**config.mk**
```make
export PLATFORM = sky130hd
export DESIGN_NAME = pm_boot_loader_flat
export DESIGN_NICKNAME = d
export VERILOG_FILES = /design/src/rtl/pm_boot_loader_pkg.sv /design/src/rtl/pm_boot_loader_if.sv /design/src/rtl/pm_boot_loader_write_port.sv /design/src/rtl/pm_boot_loader.sv /design/src/flat_wrapper.sv
export SDC_FILE = /design/constraint.sdc
export NUM_CORES = 1
export LEC_CHECK = 0
export CELL_PAD_IN_SITES_DETAIL_PLACEMENT = 0
export CELL_PAD_IN_SITES_GLOBAL_PLACEMENT = 1
export CORE_ASPECT_RATIO = 0.5
export CORE_UTILIZATION = 40
export CTS_BUF_LIST = sky130_fd_sc_hd__clkbuf_4
export DETAILED_ROUTE_END_ITERATION = 10
export PLACE_DENSITY_LB_ADDON = 0.1
export SLEW_MARGIN = 0
export SYNTH_ARGS = -nofsm -noshare
export SYNTH_HDL_FRONTEND = slang
export SYNTH_SLANG_ARGS = --single-unit
```
**constraint.sdc**
```tcl
create_clock -name clk -period 2.45 [get_ports clk]
set_clock_uncertainty 0.1 [all_clocks]
set_input_delay 0.49 -clock clk [delete_from_list [all_inputs] [get_ports clk]]
set_output_delay 0.49 -clock clk [all_outputs]
set_load 0.01 [all_outputs]
```
**src/rtl/pm_boot_loader_pkg.sv**
```systemverilog
`default_nettype none
// ============================================================================
// pm_boot_loader_pkg
// ----------------------------------------------------------------------------
// Shared types and constants for the program-memory boot loader.
//   state_t    : loader FSM state encoding
//   PAD_BYTE   : value written to fill out a partial final instruction word
//   word_mask  : low-address mask selecting the byte lane within a word
// Revision: 1.0 - initial release
// ============================================================================
package pm_boot_loader_pkg;

  typedef enum logic [2:0] {
    IDLE    = 3'd0,
    LOAD    = 3'd1,
    PAD     = 3'd2,
    RELEASE = 3'd3,
    RUN     = 3'd4,
    ERR     = 3'd5
  } state_t;

  localparam logic [7:0] PAD_BYTE = 8'h00;

  // For a power-of-two word size the in-word byte offset is addr & (n-1).
  function automatic int unsigned word_mask(input int unsigned ins_bytes);
    return ins_bytes - 1;
  endfunction

endpackage
`default_nettype wire

```
**src/rtl/pm_boot_loader_if.sv**
```systemverilog
`default_nettype none
// ============================================================================
// pm_boot_loader_if
// ----------------------------------------------------------------------------
// Byte-stream load channel plus program-memory write port.
//   byte_valid/byte_in/byte_last : byte stream from the image source
//   byte_ready                   : loader accepts a byte this cycle
//   pm_wr_en/pm_addr/pm_wr_data  : program-memory write port
// Modports: master = image source / memory side, slave = loader.
// Revision: 1.0 - initial release
// ============================================================================
interface pm_boot_loader_if #(
  parameter int ADD_WIDTH  = 7,
  parameter int DATA_WIDTH = 8
);
  logic                  byte_valid;
  logic [DATA_WIDTH-1:0] byte_in;
  logic                  byte_last;
  logic                  byte_ready;
  logic                  pm_wr_en;
  logic [ADD_WIDTH-1:0]  pm_addr;
  logic [DATA_WIDTH-1:0] pm_wr_data;

  modport master (
    output byte_valid, byte_in, byte_last,
    input  byte_ready, pm_wr_en, pm_addr, pm_wr_data
  );

  modport slave (
    input  byte_valid, byte_in, byte_last,
    output byte_ready, pm_wr_en, pm_addr, pm_wr_data
  );
endinterface
`default_nettype wire

```
**src/rtl/pm_boot_loader_write_port.sv**
```systemverilog
`default_nettype none
// ============================================================================
// pm_write_port_reg
// ----------------------------------------------------------------------------
// Registered program-memory write stage shared by the load and pad paths.
//   clk, rst (async active-low clear)
//   wr_en_d/addr_d/data_d : write request for this cycle
//   wr_en/addr/data       : registered write port toward program memory
// Address/data hold their last value when no write is requested.
// Revision: 1.0 - initial release
// ============================================================================
module pm_write_port_reg #(
  parameter int ADD_WIDTH  = 7,
  parameter int DATA_WIDTH = 8
) (
  input  logic                  clk,
  input  logic                  rst,
  input  logic                  wr_en_d,
  input  logic [ADD_WIDTH-1:0]  addr_d,
  input  logic [DATA_WIDTH-1:0] data_d,
  output logic                  wr_en,
  output logic [ADD_WIDTH-1:0]  addr,
  output logic [DATA_WIDTH-1:0] data
);

  always_ff @(posedge clk or negedge rst) begin
    if (!rst) begin
      wr_en <= 1'b0;
      addr  <= '0;
      data  <= '0;
    end else begin
      wr_en <= wr_en_d;
      if (wr_en_d) begin
        addr <= addr_d;
        data <= data_d;
      end
    end
  end

endmodule
`default_nettype wire

```
**src/rtl/pm_boot_loader.sv**
```systemverilog
`default_nettype none
// ============================================================================
// pm_boot_loader
// ----------------------------------------------------------------------------
// Boot/load sequencer: streams instruction bytes into program memory, pads the
// final word with zeros to a word boundary, holds the CPU in reset while
// loading and releases it when the image is complete.
//   clk, rst (async active-low)
//   load_req  : start/restart a load (level)
//   bus       : byte stream in + program-memory write port out (slave)
//   cpu_hold  : active-high reset to the CPU core
//   busy      : loading or padding
//   load_done : one-cycle pulse on the first cycle the core runs
//   load_err  : image overflowed the program memory
// Revision: 1.0 - initial release
// ============================================================================
module pm_boot_loader
  import pm_boot_loader_pkg::*;
#(
  parameter int ADD_WIDTH  = 7,
  parameter int DATA_WIDTH = 8,
  parameter int INS_BYTES  = 4
) (
  input  logic             clk,
  input  logic             rst,
  input  logic             load_req,
  pm_boot_loader_if.slave  bus,
  output logic             cpu_hold,
  output logic             busy,
  output logic             load_done,
  output logic             load_err
);

  localparam logic [ADD_WIDTH-1:0] WORD_MASK = ADD_WIDTH'(word_mask(INS_BYTES));

  state_t                state, state_nxt;
  logic [ADD_WIDTH-1:0]  cnt;
  logic                  byte_ready_r;
  logic                  accept;
  logic                  at_word_end;
  logic                  at_top;
  logic                  cnt_clr;
  logic                  wr_en_d;
  logic [DATA_WIDTH-1:0] wr_data_d;

  assign accept      = bus.byte_valid && byte_ready_r;
  // The byte written at cnt completes a word when its lane bits are all ones.
  assign at_word_end = (cnt & WORD_MASK) == WORD_MASK;
  assign at_top      = (cnt == '1);

  always_comb begin
    state_nxt = state;
    wr_en_d   = 1'b0;
    wr_data_d = bus.byte_in;
    cnt_clr   = 1'b0;
    case (state)
      IDLE, RUN, ERR: begin
        if (load_req) begin
          state_nxt = LOAD;
          cnt_clr   = 1'b1;
        end
      end
      LOAD: begin
        if (accept) begin
          wr_en_d = 1'b1;
          if (bus.byte_last)
            state_nxt = at_word_end ? RELEASE : PAD;
          else if (at_top)
            state_nxt = ERR;
        end
      end
      PAD: begin
        wr_en_d   = 1'b1;
        wr_data_d = DATA_WIDTH'(PAD_BYTE);
        if (at_word_end)
          state_nxt = RELEASE;
      end
      RELEASE: state_nxt = RUN;
      default: state_nxt = IDLE;
    endcase
  end

  always_ff @(posedge clk or negedge rst) begin
    if (!rst) begin
      state        <= IDLE;
      cnt          <= '0;
      byte_ready_r <= 1'b0;
      cpu_hold     <= 1'b1;
      load_done    <= 1'b0;
      load_err     <= 1'b0;
    end else begin
      state <= state_nxt;
      // The counter saturates at the top address instead of wrapping.
      if (cnt_clr)
        cnt <= '0;
      else if (wr_en_d && !at_top)
        cnt <= cnt + 1'b1;
      byte_ready_r <= (state_nxt == LOAD);
      cpu_hold     <= (state_nxt != RUN);
      load_done    <= (state == RELEASE);
      // ERR is only left through LOAD, so the flag tracks the ERR state.
      load_err     <= (state_nxt == ERR);
    end
  end

  assign bus.byte_ready = byte_ready_r;
  assign busy           = (state == LOAD) || (state == PAD);

  pm_write_port_reg #(
    .ADD_WIDTH  (ADD_WIDTH),
    .DATA_WIDTH (DATA_WIDTH)
  ) u_write_port (
    .clk     (clk),
    .rst     (rst),
    .wr_en_d (wr_en_d),
    .addr_d  (cnt),
    .data_d  (wr_data_d),
    .wr_en   (bus.pm_wr_en),
    .addr    (bus.pm_addr),
    .data    (bus.pm_wr_data)
  );

endmodule
`default_nettype wire

```
**src/flat_wrapper.sv**
```systemverilog
// flat-port wrapper written by rule: the top's interface ports become plain ports
module pm_boot_loader_flat import pm_boot_loader_pkg::*;
#(
  parameter int ADD_WIDTH  = 7,
  parameter int DATA_WIDTH = 8,
  parameter int INS_BYTES  = 4
)
  (clk, rst, load_req, cpu_hold, busy, load_done, load_err, bus_byte_valid, bus_byte_in, bus_byte_last, bus_byte_ready, bus_pm_wr_en, bus_pm_addr, bus_pm_wr_data);
  pm_boot_loader_if #(.ADD_WIDTH(ADD_WIDTH), .DATA_WIDTH(DATA_WIDTH)) bus_i ();
  input  logic clk;
  input  logic rst;
  input  logic load_req;
  output logic cpu_hold;
  output logic busy;
  output logic load_done;
  output logic load_err;
  input wire logic [$bits(bus_i.byte_valid)-1:0] bus_byte_valid;
  input wire logic [$bits(bus_i.byte_in)-1:0] bus_byte_in;
  input wire logic [$bits(bus_i.byte_last)-1:0] bus_byte_last;
  output wire logic [$bits(bus_i.byte_ready)-1:0] bus_byte_ready;
  output wire logic [$bits(bus_i.pm_wr_en)-1:0] bus_pm_wr_en;
  output wire logic [$bits(bus_i.pm_addr)-1:0] bus_pm_addr;
  output wire logic [$bits(bus_i.pm_wr_data)-1:0] bus_pm_wr_data;
  assign bus_i.byte_valid = bus_byte_valid;
  assign bus_i.byte_in = bus_byte_in;
  assign bus_i.byte_last = bus_byte_last;
  assign bus_byte_ready = bus_i.byte_ready;
  assign bus_pm_wr_en = bus_i.pm_wr_en;
  assign bus_pm_addr = bus_i.pm_addr;
  assign bus_pm_wr_data = bus_i.pm_wr_data;
  pm_boot_loader #(.ADD_WIDTH(ADD_WIDTH), .DATA_WIDTH(DATA_WIDTH), .INS_BYTES(INS_BYTES)) u_core (.clk(clk), .rst(rst), .load_req(load_req), .bus(bus_i), .cpu_hold(cpu_hold), .busy(busy), .load_done(load_done), .load_err(load_err));
endmodule
```
==> summary.md, run 1 <==
| Metric | Value |
|---|---|
| Slowest-stage cell, CP | clkdlybuf4s50_1 |
| Mux contribution to synthesized area | 0.00775 |
| CTS tree | done |
| Final ANT Viol Nets | 0 |
| Largest family of logic cells by synthesized area | simple AND/OR/NAND/NOR gates |
| Crit share post-route | 0.936 |
| Cell Area, Synth | 1290 µm² |
| Max_slew headroom | 0.618 |
| Antenna Cells | 0 |
| Slew @ Worst Pin | 0.570 ns |
| Setup_tns | 0 ns |
| Synth warnings | 0 |
| Commonest cells after routing, fill and taps aside | nand2_1 (33), clkdlybuf4s50_1 (33), dfrtp_1 (29) |
| Post-route DRC violation count | 0 |
| Crit path DAT | 1.70 ns |
| Unique cell type count in the Yosys netlist | 31 |
| Final Critical Period | 2.29 ns |
| R2R Path End | u_core.load_err$_DFF_PN0_ |
| RR Startpoint | u_core.state[2]$_DFF_PN0_ |
| Hold Path Sink | u_core.u_write_port.addr[2]$_DFFE_PN0P_ |
| Final net count | 187 |
| Worst Hold Depth | 2 |
| First-pass GRT wire length | 4.74 mm |
| Syn Area/Cell | 9.64 µm² |
| Number of port buffers | 33 |
| Final WS setup | 0.156 ns |
| GPL Wtd Cong | 0.793 |
| Routed wire length | 2.79 mm |
| Critical Path, Cell by Cell | nand2b_1 -> a21oi_1 -> clkdlybuf4s50_1 |
| Die area | 3470 µm² |
| Die height | 42.2 µm |
| Antenna violations before repair | 0 |
| HP Class | reg2reg |
| CTS Buf Count | 5 |
| RSZ-0062 raised after global routing | no |
| DR WL/cell | 13.1 µm |
| Largest net degree at the start of global routing | 31 |
| Synth Area in Compound Gates | 0.160 |
| Sink Count | 30 |
| Synth async-reset ratio | 1.00 |
| Crit. End Element | output port |
| Via density | 5.01 |
| Top FF cell, synth | dfrtp_1 |
| Synth Instances | 134 |
| Post-CTS Setup Bufs | 0 |
| Slowest cell delay on critical path | 0.59 ns |
| Yosys reg bits | 30 |
| Vias in the first global route | 1036 |
| Worst hold start | u_core.u_write_port.addr[2]$_DFFE_PN0P_ |
| Root buf cell | clkbuf_4 |
| Share of cells above drive strength 1 | 0.0694 |
| CP Launch Type | register |
| GRT Total Usage | 0.191 |
| Core area | 3030 µm² |
| DRT Pass-1 Iters | 6 |
| Worst path required time | 1.86 ns |
| Status | finished clean |
| DP HPWL | 1.89 mm |
| Leak | 0.774 nW |
| Placement Setup Slack | 0.292 ns |
| Final setup viols | 0 |
| Synth Area in Simple Gates | 0.215 |
| Num rows | 14 |
| Area added between synthesis and finish | 33.9% |
| Die W | 82.4 µm |
| Maximum fanout along the worst path | 5 |
| Synthesized Nets | 148 |
| PD cells | 1080 nW/µm² |
| Fin. Hold Viols | 0 |
| Number of synthesized flops with an enable pin | 0 |
| VDD IR-drop max | 0.477 mV |
| Critical path class | reg2out |
| Clock buffer depth | 2 |
| Resized cells post-CTS | 0 |
| Area after DPL | 1680 µm² |
| Initial drt markers | 77 |
| Clock Latency Late Sink | 0.32 ns |
| Max cap viols | 0 |
| Worst-path clk slew | 0.09 ns |
| Routed vias | 1068 |
| CTS Hold Bufs | 0 |
| Initial Utilization | 0.426 |
| H-tree levels | 2 |
| Seq/Total Area, Yosys | 0.582 |
| Layout Cell Area excl Fill | 1730 µm² |
| IO Pins | 34 |
| Max Slew Vio Count | 0 |
| Grt total ovfl | 0 |
| Synth Area in XOR/XNOR | 0 |
| Post-synthesis adder-cell area fraction | 0.00969 |
| Worst R2R Setup Slack | 0.69 ns |
| Cells on worst reg2reg path | 4 |
| Fmax | 436 MHz |
==> state kept, by name (all words and copies together) (netlist names) <==
register and flops:
u_core.cnt 7, u_core.load_err 1, u_core.cpu_hold 1, u_core.state 3
u_core.u_write_port.data 8, u_core.u_write_port.wr_en 1, u_core.bus.byte_ready 1, u_core.u_write_port.addr 7
u_core.load_done 1
==> worst max path at each step <==
stage,startpoint,endpoint,slack (ns),cells after the start
6_report,u_core.state[0]$_DFF_PN0_,busy,0.16,3
5_1_grt,u_core.state[0]$_DFF_PN0_,busy,0.03,3
4_1_cts,u_core.state[0]$_DFF_PN0_,busy,0.16,3
3_5_place_dp,bus_byte_valid,u_core.cnt[6]$_DFFE_PN0P_,0.29,6
3_3_place_gp,bus_byte_valid,u_core.u_write_port.data[2]$_DFFE_PN0P_,0.30,6
2_1_floorplan,u_core.cnt[0]$_DFFE_PN0P_,u_core.load_err$_DFF_PN0_,0.89,5
==> area by class of cell <==
| type | instances | area, µm² |
|---|---|---|
| multi-input cells | 96 | 507 |
| clock buffers | 7 | 52.6 |
| fillers | 301 | 1300 |
| repair buffers | 36 | 353 |
| well taps | 40 | 50.0 |
| inverters | 4 | 15.0 |
| flip-flops and latches | 30 | 752 |
==> cell usage after synthesis (all sizes together) (3+ instances only) <==
cell type / n / area [µm²]
dfrtp: 29 / 726
nand2b: 3 / 18.8
nand2: 33 / 124
o21ai: 10 / 50.1
nor2: 7 / 26.3
o31ai: 3 / 22.5
a21oi: 12 / 60.1
and2: 4 / 25.0
inv: 3 / 11.3
o311ai: 3 / 26.3
==> cell families (layout without fill, tap and decap cells) <==
logic type / Yosys count / after routing
AND/OR/NAND/NOR: 60 / 60
AO/OA/AOI/OAI: 34 / 34
flip-flops: 30 / 30
buffers and inverters: 8 / 47
adder cells (fa/ha/maj): 1 / 1
multiplexers: 1 / 1
==> routing by layer <==
layer  GRT usage  part of all wire
met1       0.266              0.50
met2       0.266              0.43
met3      0.0783             0.066
met4      0.0632            0.0043
met5           0                 0
==> stage by stage <==
| step | total power, mW | hold WS (ns) | std cells | utilization |
|---|---|---|---|---|
| 6_report | 1.87 | 0.377 | 213 | 0.571 |
| 4_1_cts | 1.89 | 0.385 | 213 | 0.571 |
| 3_5_place_dp | 1.59 | 0.363 | 206 | 0.553 |
| 5_1_grt | 2.02 | 0.402 | 213 | 0.571 |
| 2_1_floorplan | 1.19 | 0.0944 | 134 | - |
| 3_3_place_gp | 1.59 | 0.358 | 206 | 0.553 |
==> power by group <==
| group | internal [mW] | total, mW | switching, mW |
|---|---|---|---|
| clock network | 0.130 | 0.288 | 0.158 |
| registers | 0.656 | 0.784 | 0.128 |
| logic | 0.406 | 0.798 | 0.392 |
| total | 1.19 | 1.87 | 0.678 |
==> worst max-delay path: cells and delay by family (launching register included) <==
| kind | cells | cell delay (ns) |
|---|---|---|
| buffers and inverters | 1 | 0.59 |
| AO/OA/AOI/OAI | 1 | 0.17 |
| AND/OR/NAND/NOR | 1 | 0.21 |
| flip-flops | 1 | 0.43 |
Power figures use the tool's default switching activity.
==> run 2, diff against run 1 <==
PLACE_DENSITY_LB_ADDON = 0.3   (was 0.1)
==> run 2 against run 1 <==
Net effect: clock-buffer cell count unchanged; utilization unchanged; clock power is essentially flat; largest cell class unchanged.
==> summary.md, run 2 (synthesis results as in run 1) <==
| Metric | Value |
|---|---|
| Die height | 42.2 µm (unchanged) |
| Max FFs per register | 8 (unchanged) |
| Crit share post-route | 0.931 (-0.00507) |
| Worst-path clk slew | 0.09 ns (about the same) |
| Post-CTS Setup Bufs | 0 (unchanged) |
| Placement Setup Slack | 0.228 ns (-0.0643 ns) |
| Max Slew Vio Count | 0 (unchanged) |
| Max_slew headroom | 0.632 (+0.0133) |
| Number of port buffers | 33 (unchanged) |
| Slew @ Worst Pin | 0.550 ns (-0.0199 ns) |
| Crit path DAT | 1.69 ns (about the same) |
| Vias in the first global route | 1024 (-1.2%) |
| VDD IR-drop max | 0.543 mV (+14%) |
| Fmax | 438 MHz (+0.55%) |
| Antenna violations before repair | 0 (unchanged) |
| Met2 Wirelength | 1.23 mm (+3.4%) |
| Leak | 0.774 nW (unchanged) |
| Final WS setup | 0.169 ns (+0.0124 ns) |
| Post-layout util | 0.571 (unchanged) |
| Initial drt markers | 29 (-62%) |
| Largest Register | u_core.u_write_port.data |
| Final Critical Period | 2.28 ns (-0.0124 ns) |
| DRT met1 WL | 1.36 mm (-3.0%) |
| Post-route DRC violation count | 0 (unchanged) |
| Clock power frac | 0.152 (-0.002) |
| Net Sw Frac | 0.364 (+0.00147) |
| RSZ-0062 raised after global routing | no |
| Via density | 5.12 (+2.1%) |
| Resized cells post-CTS | 0 (unchanged) |
| Final net count | 187 (unchanged) |
| Top flop regs | u_core.u_write_port.data (8), u_core.cnt (7), u_core.u_write_port.addr (7) |
| Fin. Hold Viols | 0 (unchanged) |
| DR WL/cell | 12.9 µm (-1.1%) |
| PD cells | 1080 nW/µm² (+0.22%) |
| Die area | 3470 µm² (unchanged) |
| Routed vias | 1090 (+2.1%) |
| Num rows | 14 (unchanged) |
| GPL Wtd Cong | 0.793 (about the same) |
| Largest net degree at the start of global routing | 31 (unchanged) |
| CTS tree | done |
| Highest metal used | met4 |
| P_int | 1.19 mW (about the same) |
| GRT Total Usage | 0.187 (-0.00315) |
| Clock buffer depth | 2 (unchanged) |
| Core area | 3030 µm² (unchanged) |
| Worst Hold Depth | 2 (unchanged) |
| CTS Hold Bufs | 0 (unchanged) |
| Hold Path Sink | u_core.u_write_port.addr[1]$_DFFE_PN0P_ |
| Antenna Cells | 0 (unchanged) |
| Max cap viols | 0 (unchanged) |
| Routed wire length | 2.76 mm (-1.1%) |
| Grt total ovfl | 0 (unchanged) |
| WL met3 | 144 µm (-22%) |
| Cells on worst reg2reg path | 4 (unchanged) |
| RR Startpoint | u_core.state[2]$_DFF_PN0_ |
| DP HPWL | 1.94 mm (+2.7%) |
| CTS Buf Count | 5 (unchanged) |
| H-tree levels | 2 (unchanged) |
| Sink Count | 30 (unchanged) |
| Commonest cells after routing, fill and taps aside | nand2_1 (33), clkdlybuf4s50_1 (33), dfrtp_1 (29) |
| Final setup viols | 0 (unchanged) |
| Die W | 82.4 µm (unchanged) |
| Initial Utilization | 0.426 (unchanged) |
| CP Launch Type | register |
| Reg power frac | 0.419 (about the same) |
| Share of cells above drive strength 1 | 0.0694 (unchanged) |
| NetSw | 0.682 mW (+0.62%) |
| Final ANT Viol Nets | 0 (unchanged) |
| Setup_tns | 0 ns (unchanged) |
| Comb power frac | 0.429 (+0.002) |
| DRT Pass-1 Iters | 4 (-2) |
| IO Pins | 34 (unchanged) |
| Worst path required time | 1.86 ns (about the same) |
| Root buf cell | clkbuf_4 |
| Filler cell count | 295 (-2.0%) |
| First-pass GRT wire length | 4.68 mm (-1.3%) |
| Worst R2R Setup Slack | 0.64 ns (-0.05 ns) |
| Critical path class | reg2out |
| Area added between synthesis and finish | 33.9% (unchanged) |
| Crit. End Element | output port |
| Status | finished clean |
| Maximum fanout along the worst path | 5 (unchanged) |
| HP Class | reg2reg |
| Worst hold start | u_core.u_write_port.addr[1]$_DFFE_PN0P_ |
| R2R Path End | u_core.cnt[6]$_DFFE_PN0P_ |
| Clock Latency Late Sink | 0.32 ns (about the same) |
-- run 2: cell counts in the layout (fill, tap and decap cells not counted) --
No cell type changed its count.
-- run 2: layer usage --
layer  global-route usage  vias up
met1                0.257      520
met4               0.0632        0
met3               0.0783        3
met2                0.266       25
met5                    0        -
li1                     -      542
-- run 2: how the worst max path moves through the flow --
stage | from | endpoint | slack (ns) | cells past startpoint
after floorplan | u_core.cnt[0]$_DFFE_PN0P_ | u_core.load_err$_DFF_PN0_ | 0.89 | 5
after global placement | bus_byte_valid | u_core.cnt[6]$_DFFE_PN0P_ | 0.29 | 6
after detailed placement | bus_byte_valid | u_core.cnt[6]$_DFFE_PN0P_ | 0.23 | 6
after CTS | u_core.state[0]$_DFF_PN0_ | busy | 0.14 | 3
after global routing | u_core.state[0]$_DFF_PN0_ | busy | 0.06 | 3
final | u_core.state[0]$_DFF_PN0_ | busy | 0.17 | 3
-- run 2: critical path: stages (launching register included) --
cell,delay [ns]
dfrtp_1,0.43
nand2b_1,0.22
a21oi_1,0.17
clkdlybuf4s50_1,0.56
-- run 2: power by group through the flow --
stage	logic, mW	clock network, mW	registers, mW
after global placement	0.790	0	0.791
final	0.803	0.286	0.786
after global routing	0.889	0.324	0.809
after CTS	0.811	0.299	0.785
after detailed placement	0.806	0	0.792
after floorplan	0.376	0	0.815
-- run 2: per-stage QoR --
stage               hold slack [ns]  std cells  cell area [µm²]  power [mW]
floorplan                    0.0944        134             1290        1.19
global placement              0.359        206             1680        1.58
detailed placement            0.362        206             1680        1.60
CTS                           0.385        213             1730        1.89
global route                  0.409        213             1730        2.02
finish                        0.377        213             1730        1.87
-- run 2: final cells by class --
cell class              count  area [µm²]  area share
inverters                   4        15.0     0.00868
well taps                  40        50.0      0.0289
multi-input cells          96         507       0.293
flip-flops and latches     30         752       0.435
clock buffers               7        52.6      0.0304
repair buffers             36         353       0.204
==> run 3, diff against run 2 <==
HOLD_SLACK_MARGIN = 0.15   (was default)
==> results of run 3 <==
Same layout as run 2: the final DEF is identical, and so are final timing and power.
